**src/rtl/psum_quant_pkg.sv**
```systemverilog
// Shared widths, activation constants and data types for the partial-sum
// requantization path (accumulator plus the reusable quant_act_sat stages).
package psum_quant_pkg;

    localparam int IN_W        = 20;
    localparam int ACC_W       = 32;
    localparam int BIAS_W      = 16;
    localparam int OUT_W       = 8;
    localparam int CNT_W       = 10;
    localparam int LEAKY_SHIFT = 3;
    localparam int OUT_MAX     = 127;
    localparam int OUT_MIN     = -128;

    typedef logic signed [ACC_W-1:0] psum_t;
    typedef logic signed [OUT_W-1:0] out_t;

endpackage

```
**src/rtl/quant_act_sat.sv**
```systemverilog
// Stages S2 (rounding right shift) and S3 (leaky ReLU, saturation, output
// register). sat_o flags a clipped result and is valid together with vld_o.
module quant_act_sat
    import psum_quant_pkg::*;
(
    input  logic        clk,
    input  logic        rstn,
    input  logic        vld_i,
    input  psum_t       sum_i,
    input  logic [4:0]  shift_i,
    input  logic        relu_en_i,
    output out_t        out_o,
    output logic        vld_o,
    output logic        sat_o
);

    logic signed [ACC_W:0] wide;
    logic signed [ACC_W:0] rnd;
    logic signed [ACC_W:0] shifted;
    psum_t                 r_d;
    psum_t                 r_q;
    logic                  relu_q;
    logic                  vld2_q;
    psum_t                 act;
    logic                  clip_hi;
    logic                  clip_lo;
    out_t                  out_d;
    out_t                  out_q;
    logic                  vld_q;
    logic                  sat_q;
    logic                  unused_msb;

    // One extra bit keeps the rounding add from wrapping before the shift.
    always_comb begin
        wide    = {sum_i[ACC_W-1], sum_i};
        rnd     = '0;
        shifted = wide;
        r_d     = sum_i;
        if (shift_i != 5'd0) begin
            rnd     = (ACC_W+1)'(1) <<< (shift_i - 5'd1);
            shifted = (wide + rnd) >>> shift_i;
            r_d     = shifted[ACC_W-1:0];
        end
    end

    assign unused_msb = shifted[ACC_W];

    always_ff @(posedge clk or negedge rstn) begin
        if (!rstn) begin
            r_q    <= '0;
            relu_q <= 1'b0;
            vld2_q <= 1'b0;
        end else begin
            vld2_q <= vld_i;
            if (vld_i) begin
                r_q    <= r_d;
                relu_q <= relu_en_i;
            end
        end
    end

    always_comb begin
        act     = r_q;
        if (relu_q && (r_q < 0)) begin
            act = r_q >>> LEAKY_SHIFT;
        end
        clip_hi = act > psum_t'(OUT_MAX);
        clip_lo = act < psum_t'(OUT_MIN);
        out_d   = act[OUT_W-1:0];
        if (clip_hi) begin
            out_d = out_t'(OUT_MAX);
        end else if (clip_lo) begin
            out_d = out_t'(OUT_MIN);
        end
    end

    always_ff @(posedge clk or negedge rstn) begin
        if (!rstn) begin
            out_q <= '0;
            vld_q <= 1'b0;
            sat_q <= 1'b0;
        end else begin
            vld_q <= vld2_q;
            sat_q <= vld2_q & (clip_hi | clip_lo);
            if (vld2_q) begin
                out_q <= out_d;
            end
        end
    end

    assign out_o = out_q;
    assign vld_o = vld_q;
    assign sat_o = sat_q;

endmodule

```
**src/rtl/psum_quant.sv**
```systemverilog
// Accumulates MAC partial sums per output pixel, adds bias and requantizes to
// int8. Optional saturation counter behind macro PSUM_QUANT_SAT_CNT_EN.
module psum_quant
    import psum_quant_pkg::*;
(
    input  logic                     clk,
    input  logic                     rstn,
    input  logic                     clr_i,
    input  logic [CNT_W-1:0]         num_chunk_i,
    input  logic signed [BIAS_W-1:0] bias_i,
    input  logic [4:0]               shift_i,
    input  logic                     relu_en_i,
    input  logic                     vld_i,
    input  logic signed [IN_W-1:0]   acc_i,
    output logic signed [OUT_W-1:0]  out_o,
    output logic                     vld_o
`ifdef PSUM_QUANT_SAT_CNT_EN
   ,output logic [15:0]              sat_cnt_o
`endif
);

    // Valid-only stream, no ready: every vld_i beat is consumed in its cycle
    // and vld_o is a one-cycle pulse that the sink must take immediately.

    logic [CNT_W-1:0] cnt_q, cnt_d;
    logic [CNT_W-1:0] last_q, last_d;
    psum_t            psum_q, psum_d;
    psum_t            s1_sum_q, s1_sum_d;
    logic [4:0]       s1_shift_q, s1_shift_d;
    logic             s1_relu_q, s1_relu_d;
    logic             s1_vld_q, s1_vld_d;

    psum_t            acc_ext;
    psum_t            bias_ext;
    psum_t            psum_base;
    logic [CNT_W-1:0] n_in;
    logic [CNT_W-1:0] last_idx;
    logic             first;
    logic             is_last;
    logic             sat_w;

    assign acc_ext   = {{(ACC_W-IN_W){acc_i[IN_W-1]}}, acc_i};
    assign bias_ext  = {{(ACC_W-BIAS_W){bias_i[BIAS_W-1]}}, bias_i};
    assign n_in      = (num_chunk_i == '0) ? CNT_W'(1) : num_chunk_i;
    assign first     = (cnt_q == '0);
    // The group length is only trusted from num_chunk_i on the first beat.
    assign last_idx  = first ? (n_in - CNT_W'(1)) : last_q;
    assign is_last   = (cnt_q == last_idx);
    assign psum_base = first ? '0 : psum_q;

    always_comb begin
        cnt_d      = cnt_q;
        last_d     = last_q;
        psum_d     = psum_q;
        s1_vld_d   = 1'b0;
        s1_sum_d   = s1_sum_q;
        s1_shift_d = s1_shift_q;
        s1_relu_d  = s1_relu_q;
        if (clr_i) begin
            cnt_d  = '0;
            psum_d = '0;
        end else if (vld_i) begin
            if (is_last) begin
                cnt_d      = '0;
                psum_d     = '0;
                s1_vld_d   = 1'b1;
                s1_sum_d   = psum_base + acc_ext + bias_ext;
                s1_shift_d = shift_i;
                s1_relu_d  = relu_en_i;
            end else begin
                cnt_d  = cnt_q + CNT_W'(1);
                psum_d = psum_base + acc_ext;
                if (first) begin
                    last_d = n_in - CNT_W'(1);
                end
            end
        end
    end

    always_ff @(posedge clk or negedge rstn) begin
        if (!rstn) begin
            cnt_q      <= '0;
            last_q     <= '0;
            psum_q     <= '0;
            s1_sum_q   <= '0;
            s1_shift_q <= '0;
            s1_relu_q  <= 1'b0;
            s1_vld_q   <= 1'b0;
        end else begin
            cnt_q      <= cnt_d;
            last_q     <= last_d;
            psum_q     <= psum_d;
            s1_sum_q   <= s1_sum_d;
            s1_shift_q <= s1_shift_d;
            s1_relu_q  <= s1_relu_d;
            s1_vld_q   <= s1_vld_d;
        end
    end

    quant_act_sat u_quant_act_sat (
        .clk       (clk),
        .rstn      (rstn),
        .vld_i     (s1_vld_q),
        .sum_i     (s1_sum_q),
        .shift_i   (s1_shift_q),
        .relu_en_i (s1_relu_q),
        .out_o     (out_o),
        .vld_o     (vld_o),
        .sat_o     (sat_w)
    );

`ifdef PSUM_QUANT_SAT_CNT_EN
    logic [15:0] sat_cnt_q;

    always_ff @(posedge clk or negedge rstn) begin
        if (!rstn) begin
            sat_cnt_q <= '0;
        end else if (clr_i) begin
            sat_cnt_q <= '0;
        end else if (vld_o && sat_w && (sat_cnt_q != 16'hFFFF)) begin
            sat_cnt_q <= sat_cnt_q + 16'd1;
        end
    end

    assign sat_cnt_o = sat_cnt_q;
`else
    logic unused_sat;
    assign unused_sat = sat_w;
`endif

endmodule

```
**config.mk**
```make
export PLATFORM = sky130hd
export DESIGN_NAME = psum_quant
export DESIGN_NICKNAME = d
export VERILOG_FILES = /design/src/rtl/psum_quant_pkg.sv /design/src/rtl/quant_act_sat.sv /design/src/rtl/psum_quant.sv
export SDC_FILE = /design/constraint.sdc
export NUM_CORES = 1
export LEC_CHECK = 0
export ABC_CLOCK_PERIOD_IN_PS = 5400
export BUFFER_PORTS_ARGS = -buffer_cell sky130_fd_sc_hd__buf_2
export CELL_PAD_IN_SITES_DETAIL_PLACEMENT = 1
export CELL_PAD_IN_SITES_GLOBAL_PLACEMENT = 1
export CORE_UTILIZATION = 44
export CTS_BUF_LIST = sky130_fd_sc_hd__clkbuf_8
export CTS_CLUSTER_DIAMETER = 120
export DETAILED_ROUTE_END_ITERATION = 10
export GPL_TIMING_DRIVEN = 0
export PLACE_DENSITY_LB_ADDON = 0.12
export SLEW_MARGIN = 20
export SYNTH_ARGS = -nofsm -noshare
export SYNTH_HDL_FRONTEND = slang
export SYNTH_SLANG_ARGS = --single-unit
export TNS_END_PERCENT = 20
```
**constraint.sdc**
```tcl
create_clock -name clk -period 5.4 [get_ports clk]
set_clock_uncertainty 0.15 [all_clocks]
set_input_delay 0.81 -clock clk [delete_from_list [all_inputs] [get_ports clk]]
set_output_delay 0.81 -clock clk [all_outputs]
set_load 0.02 [all_outputs]
```
==> summary by stage, run 1 <==
Floorplan
The number of placement rows is 65. In this run the standard cell core region covers ~31000 µm². Measured along the x axis, the die boundary spans between 150 and 200 µm. The number of top-level pins is 65. The vertical die dimension is between 150 and 200 µm. For this configuration, the core starts out at a cell density of 44.7%. The area of the die is around 33000 µm².

GRT
The met2 usage in global routing is 60.8%. For this run, the total global-route usage over all layers was measured as between 30% and 40%. Summed over all layers, the global routing overflow is 0.

The number of antenna violations at the first check in global routing is 0. Global routing used around 5.9% of the available met3 tracks. The maximum number of pins on one net before global-route repair is just under 100. The layer flagged by global routing as most heavily used is met2.

The met1 global-route usage is a little under half. The wire length of the first global-routing pass is approximately 94 mm. The via count of the first global-routing pass is roughly 16000.

Power and ir drop
After layout, the design draws a total of between 3 and 4 mW. The areal power density over the cells is ~210 nW/µm². The worst voltage drop across the vdd grid is between 150 and 200 µV. The analysis attributes to cell leakage a power of around 7.4 nW.

Logic synthesis
Counting flops with a built-in enable in the synthesized netlist gives 0. In the post-synthesis netlist, the biggest area contributors are dfrtp_1, ha_1, nor2_1. The most used flip-flop cell after synthesis is dfrtp_1. Counting flops with an async set or reset pin after synthesis yields a share of 100%. A synthesized cell averages around 8.0 µm². For this run, the number of Yosys warnings is 0.

The synthesized net count is roughly 1900. The total standard cell area after synthesis is approximately 14000 µm². The number of different library cells in the post-synthesis netlist is between 80 and 90. In this run the biggest area consumer among cell types represents about a quarter of the synthesized area.

The largest area contributor in the synthesized netlist is dfrtp_1. The sequential area share after synthesis is a little under a quarter. After synthesis the netlist holds a flip-flop and latch count of ~130. After technology mapping, the gate count stands at ~1800.

STA
Setup repair after global routing could not meet its margin everywhere. The final count of pins violating max slew is 0. The transition at the pin with the smallest max-transition slack is slightly above 0.8 ns. The post-route worst hold slack is between 0.03 and 0.04 ns. Based on the critical path, the design can be clocked at up to 178 MHz. The setup-violating endpoint count in the final report is 11. The total count of hold-check failures in the final report is 0.

The worst-case setup margin in the final layout is -0.217 ns. The minimum clock period is around 5.6 ns. The final critical-path share of the clock period is 104%.

In this run the tightest slew margin relative to its limit is a little under half.

Outcome
The checks that failed: setup timing. The flow ran to the end, but the final reports show violations.

Critical path
The classification of the worst setup path is flip-flop to flip-flop. The reg-to-reg setup timing slack is -0.22 ns. The startpoint identified for the worst register-to-register timing path is cnt_q[1]. The required time at the worst-slack endpoint is about 5.6 ns.

The worst setup path is launched from a flip-flop. The worst flop-to-flop path endpoint is s1_sum_q[29]. The arrival time of the worst setup path is a little under 6 ns. The element type at the critical path end is a flip-flop. The logic depth of the worst register-to-register path is 26. In this run the worst path has a maximum fanout of 5.

Cells and area
Leaving out filler cells and counting taps, the final layout contains ~2300. The number of fill cells in the layout is 3759. Leaving out fill and tap cells, the most frequent cell in the layout is nor2_1. The final layout net count is 2055. The area growth from synthesis to layout is 20.8%.

In the layout the commonest cells are nor2_1, nand2_1, dfrtp_1. The fraction of final layout cells with drive strength greater than 1 is a little under a quarter. Cells fill between 50% and 60% of the core in the end.

Placement
At the end of routability-driven placement, the weighted congestion stood at roughly 1.0. The final HPWL from detailed placement is 45.5 mm. Timing analysis after detailed placement gives a worst setup slack of -1.38 ns. Buffers placed on the I/O ports in this run total 64. The cell count after placement is 2219.

CTS
The clock passes through at most 2 buffers. The cell at the root of the clock tree is clkbuf_8. CTS built an H-tree with a depth of 4. For the worst-skew pair, the clock arrives at the later sink with an insertion delay of 0.52 ns. For this design, the CTS-stage hold fixing added 0 buffers. Buffers inserted during clock tree synthesis total 17. TritonCTS built the clock tree. The clock drives around 130 sinks. The clock-pin slew of the registers on the worst-case setup and hold paths is ~0.11 ns.

Route
In the routed layout, each cell is associated on average with a via count of between 6 and 7. Summed over all layers, the routed wires come to ~63 mm. The detailed-router iteration count before antenna repair is 6. The detailed router placed approximately 16000 vias in this run. The number of remaining DRC errors is 0.

Once detail routing completed, the nets flagged for antenna violations numbered 0. The per-cell routed wire length is ~27 µm. The first routing iteration left between 1000 and 1500 violations.

Hold path
The path type of the worst min-delay path is input pin to async pin.

Run
The count of maximum capacitance violations is 0.
[cells by family after synthesis]
group | Yosys count | share of synthesized area [%]
compound gates | 600 | 29.9
simple gates | 596 | 20.4
buf+inv | 148 | 4.11
flops | 134 | 23.9
fa+ha+maj | 105 | 9.51
xor+xnor | 90 | 5.61
mux | 79 | 6.64
[flip-flops by register name (all words and copies together) (netlist names)]
| name | cells |
|---|---|
| u_quant_act_sat.vld_o | 1 |
| s1_sum_q | 32 |
| u_quant_act_sat.out_o | 8 |
| psum_q | 32 |
| s1_relu_q | 1 |
| u_quant_act_sat.relu_q | 1 |
| s1_shift_q | 5 |
| cnt_q | 10 |
| u_quant_act_sat.vld2_q | 1 |
| last_q | 10 |
| u_quant_act_sat.r_q | 32 |
| s1_vld_q | 1 |
[metal layers]
layer	vias up	wire length [µm]	share of wire (%)
li1	6879	-	-
met1	7881	25900	41
met2	639	29400	46
met3	212	3930	6.2
met4	0	4110	6.5
met5	-	0	0
[repair_timing]
item / in CTS / in global routing
setup endpoints to repair: 51 / 45
pin swaps: 69 / 41
cloned: 1 / 0
buffers inserted: 44 / 22
gates resized for setup: 165 / 93
[area by class of cell]
cell class / instances / area, µm² / share of cell area [%]
diodes: 1 / 2.50 / 0.0147
plain buffers: 87 / 413 / 2.43
clock buffers: 17 / 234 / 1.38
clock inverters: 15 / 159 / 0.936
inverters: 52 / 201 / 1.19
multi-input cells: 1470 / 11200 / 66.2
flip-flops and latches: 134 / 3360 / 19.8
well taps: 402 / 503 / 2.96
repair buffers: 132 / 871 / 5.13
[how the worst max path moves through the flow]
stage,end,cells after the start,slack (ns),startpoint
after floorplan,s1_sum_q[28],23,-0.02,cnt_q[0]
after detailed placement,s1_sum_q[27],26,-1.38,cnt_q[0]
final,s1_sum_q[29],26,-0.22,cnt_q[1]
after global placement,s1_sum_q[27],26,-1.15,cnt_q[0]
after global routing,s1_sum_q[30],28,-0.41,cnt_q[1]
after CTS,u_quant_act_sat.r_q[5],16,-0.07,s1_shift_q[0]
[report_power, final]
part	internal (mW)	total, mW	switching, mW
logic	0.629	1.51	0.885
clock network	0.383	0.902	0.518
registers	1.06	1.12	0.0602
[metrics by stage]
stage / setup TNS, ns / cell area [µm²]
finish: -1.60 / 17000
CTS: -0.227 / 16400
floorplan: -0.0413 / 14100
detailed placement: -33.19 / 15000
global route: -3.89 / 17000
global placement: -27.89 / 14900
[cells in the mapped netlist (all sizes together) (19+ instances only)]
| cell type | n |
|---|---|
| nor3 | 39 |
| clkbuf | 75 |
| a21oi | 119 |
| a22o | 31 |
| o21ai | 112 |
| nand2 | 162 |
| a211oi | 19 |
| and3 | 27 |
| o21a | 22 |
| mux2i | 31 |
| xor2 | 28 |
| inv | 51 |
| a221oi | 21 |
| mux2 | 41 |
| ha | 102 |
| buf | 21 |
| a31oi | 31 |
| nand2b | 20 |
| and2 | 50 |
| dfrtp | 134 |
| nor2 | 169 |
| xnor2 | 62 |
| o211ai | 33 |
| a21o | 40 |
| nand3 | 31 |
[critical path: stages (launching register included)]
cell and delay [ns]:
dfrtp_1 0.41, inv_2 0.08, ha_4 0.12, nor3b_4 0.24, nand3_4 0.18, clkbuf_16 0.21, and2_4 0.14, ha_4 0.16
inv_2 0.05, fa_2 0.23, nor2b_4 0.06, o31ai_4 0.27, a22oi_2 0.13, a41oi_2 0.33, buf_4 0.17, a21boi_4 0.22
ha_1 0.34, a21o_1 0.24, a21oi_2 0.18, o21ai_2 0.09, a221oi_4 0.30, nor2b_2 0.10, o211ai_1 0.28, a311oi_2 0.19
a211oi_2 0.25, xnor2_1 0.10, mux2_4 0.26
Note: power is estimated with default switching activity, not from simulation.
==> run 2: changes to the inputs <==
--- a/config.mk
+++ b/config.mk
@@ -9,11 +9,11 @@
 export BUFFER_PORTS_ARGS = -buffer_cell sky130_fd_sc_hd__buf_2
 export CELL_PAD_IN_SITES_DETAIL_PLACEMENT = 1
 export CELL_PAD_IN_SITES_GLOBAL_PLACEMENT = 1
+export CORE_MARGIN = 5
 export CORE_UTILIZATION = 44
 export CTS_BUF_LIST = sky130_fd_sc_hd__clkbuf_8
 export CTS_CLUSTER_DIAMETER = 120
 export DETAILED_ROUTE_END_ITERATION = 10
-export GPL_TIMING_DRIVEN = 0
 export PLACE_DENSITY_LB_ADDON = 0.12
 export SLEW_MARGIN = 20
 export SYNTH_ARGS = -nofsm -noshare
==> run 2 against run 1 <==
  * The flow still finishes with violations (setup timing)
  * Sequential share of layout area decreased by 0.39 points
  * Non-clock buffer count increased by 56
  * Sequential cell count unchanged
  * Via count about the same
  * Critical path depth decreased by 1
  * Critical endpoint unchanged
  * Highest routed layer unchanged
  * Critical path type unchanged
  * Power increased by 1.6%
  * First-iteration DRC count decreased by 9.1%
  * Count of clock-buffer cells in the layout increased by 3
  * Hold slack improved by 0.11 ns
  * Register-to-register slack got worse by 0.23 ns
  * Clock power increased by 2%
  * Die area increased by 9.0%
==> summary by stage, run 2 (synthesized netlist as in run 1, its figures left out) <==
Critical path
The element type at the critical path end is a flip-flop. The reg-to-reg setup timing slack is -0.44 ns. The worst register-to-register path begins at cnt_q[1]. Counting cells, the worst reg-to-reg path comes to 25.

At the worst endpoint, the required time is ~5.7 ns. The endpoint identified for the worst register-to-register timing path is s1_sum_q[29]. The maximum fanout along the worst path is 5. The launching element of the worst setup path is cnt_q[1].

The sort of element at the start of the critical path is a flip-flop. The worst setup path endpoint is s1_sum_q[29]. The worst setup path is of the flip-flop to flip-flop kind. The arrival time of the worst setup path is ~6.1 ns.

CTS
The clock drives about 130 sinks. The CTS tree is built. The worst-skew pair later-pin latency is between 0.5 and 0.6 ns.

The maximum clock insertion buffer count is 2. CTS placed an instance of clkbuf_8 at the clock tree root. Counting the buffers created by CTS gives 17. The number of hold buffers added after cts is 0. The number of levels the H-tree was split into is 4.

The clock-pin slew of the registers on the worst-case setup and hold paths is 0.10 ns.

GRT
The first global-routing pass estimated ~89 mm of wire. Entering global routing, the biggest net connects 60 pins. The global router's overall resource usage is between 30% and 40%.

The number of antenna violations at the first check in global routing is 0. The total congestion overflow is 0. The via count of the first global-routing pass was around 16000.

Power and ir drop
The areal power density over the cells is ~210 nW/µm². The leakage power is slightly below 8 nW. The worst voltage drop across the vdd grid is ~160 µV. The overall power after layout is ~3.6 mW.

STA
The total count of hold-check failures in the final report is 0. Headroom to the max-slew limit came out at between 40% and 50%. The final critical-path share of the clock period is 108%. The post-route worst hold slack is between 0.1 and 0.15 ns. Across all setup checks in the final design, the least slack found is -0.444 ns.

The minimum clock period is between 5 and 6 ns. The final count of pins violating max slew was 0. Derived from the worst setup path, the maximum achievable clock frequency is 171 MHz.

At the pin with the least slew margin, the transition time is between 0.8 and 0.9 ns. The setup-violating endpoint count in the final report is 15. Setup repair after global routing could not meet its margin everywhere.

Placement
The routability congestion estimate is between 0.9 and 1. Summed over all nets, the half-perimeter wirelength after detailed placement is between 40 and 50 mm. Timing analysis after detailed placement gives a worst setup slack of -0.536 ns. The total of buffers placed on input and output ports is 64.

Floorplan
The number of top-level pins is 65. The area of the core region is approximately 32000 µm². The vertical die dimension is ~190 µm. The die is between 150 and 200 µm wide. The number of placement rows is 65.

The starting utilization of the core area is 44.5%. The area of the die is roughly 36000 µm².

Hold path
The path class of the tightest hold or removal check is input pin to async pin.

Cells and area
The final layout contains 2112 nets. The leading cell type in the layout, fill and taps excluded is buf_4. The number of antenna repair diodes is 0.

The top cell types in the final layout, fill and taps aside, are buf_4, nor2_1, nand2_1. The largest registers in the layout are psum_q (32), s1_sum_q (32), u_quant_act_sat.r_q (32). The area growth from synthesis to final layout is 23.0%.

The fraction of final layout cells with drive strength greater than 1 is roughly 25%. After filler insertion, the fill cell instance count of the layout stands at 3808.

Outcome
The checks that failed: setup timing. The run finished, with violations left.

Route
The detail route stage leaves a number of antenna-violating nets equal to 0. After detailed routing, the number of remaining DRC violations is 0. The routed design has 60.0 mm of wire.

The routed via count divided by cell count is approximately 6.6. The via count is 15597. The first detailed-routing pass took 5 iterations.

The per-cell routed wire length is 25.3 µm. After the first detailed-routing iteration, the DRC count stood at between 1000 and 1500.

Run
The count of maximum capacitance violations is 0.
[run 2: changes by cell type in the layout (fill, tap and decap cells not counted), moves of 7 or more]
cell      delta
a21oi_1     +10
ha_1        +11
buf_2       -15
buf_4      +142
clkbuf_1    -48
clkbuf_2    -11
inv_6        -7
a21oi_2      -9
[run 2: where the power goes]
group	switching (mW)	total (mW)	internal [mW]	leakage (nW)
Clock	0.475	0.920	0.445	0.202
Sequential	0.0575	1.12	1.06	1.77
Combinational	0.862	1.55	0.692	5.83
Total	1.39	3.60	2.20	7.80
[run 2: per-stage QoR]
stage	TNS, ns	utilization [%]	instances	area (µm²)
final	-3.67	54.8	2366	17300
after floorplan	-0.0413	-	1752	14100
after CTS	-0.260	53.3	2356	16800
after detailed placement	-4.38	50.6	2305	16000
after global placement	-1.90	50.6	2305	16000
after global routing	-5.36	54.8	2366	17300
[run 2: repair_timing]
action,in CTS,in global routing
pin swaps,31,46
endpoints found under the hold margin,0,0
gates resized for setup,72,70
endpoints found under the setup margin,15,19
cloned,1,0
setup buffers,18,10
[run 2: how the worst min path moves through the flow]
stage / startpoint / end / slack [ns] / cells past startpoint
after floorplan: u_quant_act_sat.vld2_q / u_quant_act_sat.vld_o / 0.20 / 0
after global placement: psum_q[31] / psum_q[31] / 0.32 / 2
after detailed placement: psum_q[31] / psum_q[31] / 0.32 / 2
after CTS: rstn / psum_q[22] / 0.14 / 1
after global routing: rstn / psum_q[6] / 0.16 / 1
final: rstn / psum_q[6] / 0.14 / 1
[run 2: layout make-up]
| cell class | instances | area [µm²] | share of cell area, % |
|---|---|---|---|
| clock inverter | 12 | 128 | 0.738 |
| inverter | 52 | 195 | 1.13 |
| clock buffer | 20 | 275 | 1.59 |
| sequential | 134 | 3350 | 19.4 |
| tap | 402 | 503 | 2.91 |
| multi-input combinational | 1471 | 10900 | 63.0 |
| timing repair buffer | 275 | 1930 | 11.2 |
[run 2: layer usage]
layer  up-vias  part of all wire [%]  track usage, %
li1       6992                     -               -
met3       202                   5.3            4.43
met4         0                   5.2            12.7
met5         -                     0               0
met1      7821                    43            40.8
met2       582                    47            51.7
[run 2: worst max-delay path: stages (launching register included)]
cell and delay [ns]:
dfrtp_1 0.40, inv_2 0.08, ha_4 0.12, nor3b_4 0.18
buf_6 0.16, nand3_4 0.16, and2_1 0.26, ha_1 0.35
and3_4 0.20, a2111oi_4 0.40, o32ai_4 0.16, o21ai_1 0.21
nand2_1 0.14, buf_4 0.18, xor2_2 0.24, ha_4 0.27
a21oi_1 0.35, o21ai_2 0.11, a221oi_2 0.26, buf_4 0.19
nor2b_4 0.05, o211ai_1 0.28, a311oi_2 0.20, a211oi_2 0.26
xnor2_1 0.11, mux2_4 0.27
==> run 3: changes to the inputs <==
--- a/config.mk
+++ b/config.mk
@@ -8,9 +8,9 @@
 export ABC_CLOCK_PERIOD_IN_PS = 5400
 export BUFFER_PORTS_ARGS = -buffer_cell sky130_fd_sc_hd__buf_2
 export CELL_PAD_IN_SITES_DETAIL_PLACEMENT = 1
-export CELL_PAD_IN_SITES_GLOBAL_PLACEMENT = 1
+export CELL_PAD_IN_SITES_GLOBAL_PLACEMENT = 2
 export CORE_MARGIN = 5
-export CORE_UTILIZATION = 44
+export CORE_UTILIZATION = 36
 export CTS_BUF_LIST = sky130_fd_sc_hd__clkbuf_8
 export CTS_CLUSTER_DIAMETER = 120
 export DETAILED_ROUTE_END_ITERATION = 10
==> run 3 against run 2 <==
  * The flow still finishes with violations (setup timing)
  * First-iteration DRC count decreased by 24%
  * Routed wire length decreased by 4.4%
  * Combinational power shrank 7%
  * Power decreased by 3.7%
  * Via count decreased by 5.5%
  * Final cell count grew 4.4%
  * Clock power decreased by 2.2%
  * Sequential power barely moved
  * Critical path depth is 3 higher
  * Sequential cell count stayed put
  * Critical path type unchanged
==> summary by stage, run 3 (synthesized netlist as in run 1, its figures left out) <==
Outcome
The run finished, with violations left. The final reports fail on setup timing.

Critical path
The sort of element at the start of the critical path is a flip-flop. The arrival time of the worst setup path is 5.77 ns. By instance count, the cell type seen most on the critical path is buf_4. The critical path in this run is classified as flip-flop to flip-flop. Data on the critical path is required at its endpoint by about 5.7 ns.

Broken down by cell family, the worst path's largest delay share belongs to simple AND/OR/NAND/NOR gates. The critical-path cell with the highest stage delay is or4_1. The worst setup path is captured at a flip-flop. The maximum fanout along the worst path is 4. The number of buffers and inverters on the critical path is 6. The maximum cell stage delay along the critical path is about 0.5 ns.

CTS
The clock sink total is between 100 and 150. No sink is reached through more buffers than the 2 on the longest clock path. TritonCTS built the clock tree. The number of levels the H-tree was split into is 4. After clock tree synthesis, the clock-pin slew on the worst setup and hold paths is about 0.10 ns. The number of buffers added by the clock tree synthesis step is 17. The cell at the root of the clock tree is clkbuf_8. Buffers inserted to repair hold after CTS numbered 0. The worst-skew pair later-pin latency is 0.52 ns.

Floorplan
The starting utilization of the core area is between 30 and 40%. The vertical die dimension is slightly above 200 µm. Row generation in the floorplan step produced 72 rows. The floorplan step set the die width to roughly 210 µm. The area of the core region is ~39000 µm². 65 I/O pins were placed. The area of the die is about 43000 µm².

Route
Dividing the detail-routed via count by the number of cells gives ~6. After detailed routing, the number of remaining DRC violations is 0. Summed over all layers, the routed wires come to around 57 mm. The violation count after the first detailed-routing iteration is 859. For this run, the detailed router's first-pass iteration total came to 5. Summing over every cut layer, the via total after detailed routing is roughly 15000. After detailed routing, the average wire length per cell comes to approximately 23 µm. In this run the remaining antenna-violating nets after routing total 0.

STA
Static timing analysis puts the maximum clock frequency at between 150 and 200 MHz. The worst relative slew slack is 28.4%. The final count of pins violating max slew is 0. In the post-route analysis, the smallest setup slack over all paths is -0.0681 ns. Setup repair after global routing could not meet its margin everywhere. The worst path uses 101% of the clock period.

The total count of hold-check failures in the final report is 0. The transition at the pin with the smallest max-transition slack is approximately 1.1 ns. Setup violations remaining at the end of the flow were counted as 7. The smallest clock period supported by the final layout is computed as 5.47 ns.

Cells and area
Leaving out fill and tap cells, the most frequent cells in the layout are buf_4, nor2_1, nand2_1. The count of non-filler cells in the finished layout is 2471. The area growth from synthesis to final layout is 23.0%. The final layout net count is between 2000 and 2500. In the final layout, the registers with the most flip-flops are psum_q (32), s1_sum_q (32), u_quant_act_sat.r_q (32). The leading cell type in the layout, fill and taps excluded is buf_4. The fraction of final layout cells with drive strength greater than 1 is 24.3%. With fillers left out, the area of the finished cells amounts to roughly 17000 µm². The number of antenna diodes in the final layout is 0.

Run
Max-cap violations in this run came to 0.

Power and ir drop
Per report_power, the combinational group accounts for a little over two fifths of the total. In this run the static leakage power is 7.74 nW. The overall power after layout is 3.46 mW. Summed over all nets, the switching power comes to approximately 1.3 mW.

Sequential cells burn roughly a third of the power. VDD sags by at most ~160 µV. Dividing total power by cell area gives a power density of ~200 nW/µm².

The clock network is responsible for about a quarter of the overall power. Net switching is 38.5% of the power. The internal power is between 2 and 2.5 mW.

GRT
Global routing finished with a remaining overflow of 0. The via count of the first global-routing pass is about 15000. The number of antenna violations at the first check in global routing came to 0.

The first global-routing pass estimated around 90 mm of wire. Entering global routing, the biggest net connects 57 pins. For this run, the total global-route usage over all layers was measured as between 20 and 30%.

Placement
The final HPWL from detailed placement is 44.6 mm. Port buffering added between 60 and 70 buffers. The routability congestion estimate is approximately 0.94.

The post-place setup slack is -0.426 ns. Once placement completed, the tool counted placed cells totaling about 2400. The total placed instance area is roughly 16000 µm².

Hold path
The path type of the worst min-delay path is input pin to async pin.
-- run 3: stage by stage --
step	TNS, ns	hold slack, ns	utilization (%)
after global routing	-2.96	0.103	44.7
after CTS	-0.0609	0.0791	43.7
after detailed placement	-3.76	0.332	41.7
after floorplan	-0.0413	0.202	-
after global placement	-1.35	0.315	41.7
final	-0.235	0.0979	44.7
-- run 3: per-layer routing --
| metal | up-vias | GRT usage [%] | wire (µm) | part of all wire (%) |
|---|---|---|---|---|
| li1 | 6968 | - | - | - |
| met1 | 7371 | 34.7 | 26400 | 46 |
| met2 | 326 | 43.6 | 27300 | 48 |
| met3 | 80 | 2.80 | 1850 | 3.2 |
| met4 | 0 | 7.82 | 1720 | 3.0 |
| met5 | - | 0 | 0 | 0 |
-- run 3: layout make-up --
type / count / area (µm²)
Clock inverter: 13 / 134
Clock buffer: 19 / 262
Multi-Input combinational cell: 1471 / 10800
Inverter: 52 / 198
Fill cell: 4658 / 21400
Tap cell: 518 / 648
Sequential cell: 134 / 3350
Timing Repair Buffer: 264 / 1890
-- run 3: worst paths after layout --
path	depth (start not counted)	slack (ns)	to	startpoint
max	28	-0.07	s1_sum_q[28]	cnt_q[1]
max reg2reg	28	-0.07	s1_sum_q[28]	cnt_q[1]
min in group clk	2	0.35	psum_q[31]	psum_q[31]
min	1	0.1	u_quant_act_sat.out_o[3]	rstn
max in group asynchronous	2	3.91	s1_shift_q[0]	rstn
min reg2reg	2	0.35	psum_q[31]	psum_q[31]
-- run 3: what timing repair did --
item	4_1_cts	5_1_grt
pin swaps	39	44
gates resized for setup	65	67
buffers inserted	9	8
cloned	1	0
hold endpoints to repair	0	0
endpoints found under the setup margin	13	16
-- run 3: power groups by stage --
stage / clock network (mW) / logic (mW) / registers (mW)
final: 0.900 / 1.44 / 1.12
after global routing: 0.973 / 1.58 / 1.13
after CTS: 0.925 / 1.37 / 1.12
after detailed placement: 0 / 1.29 / 1.14
after global placement: 0 / 1.26 / 1.14
after floorplan: 0 / 0.788 / 1.11
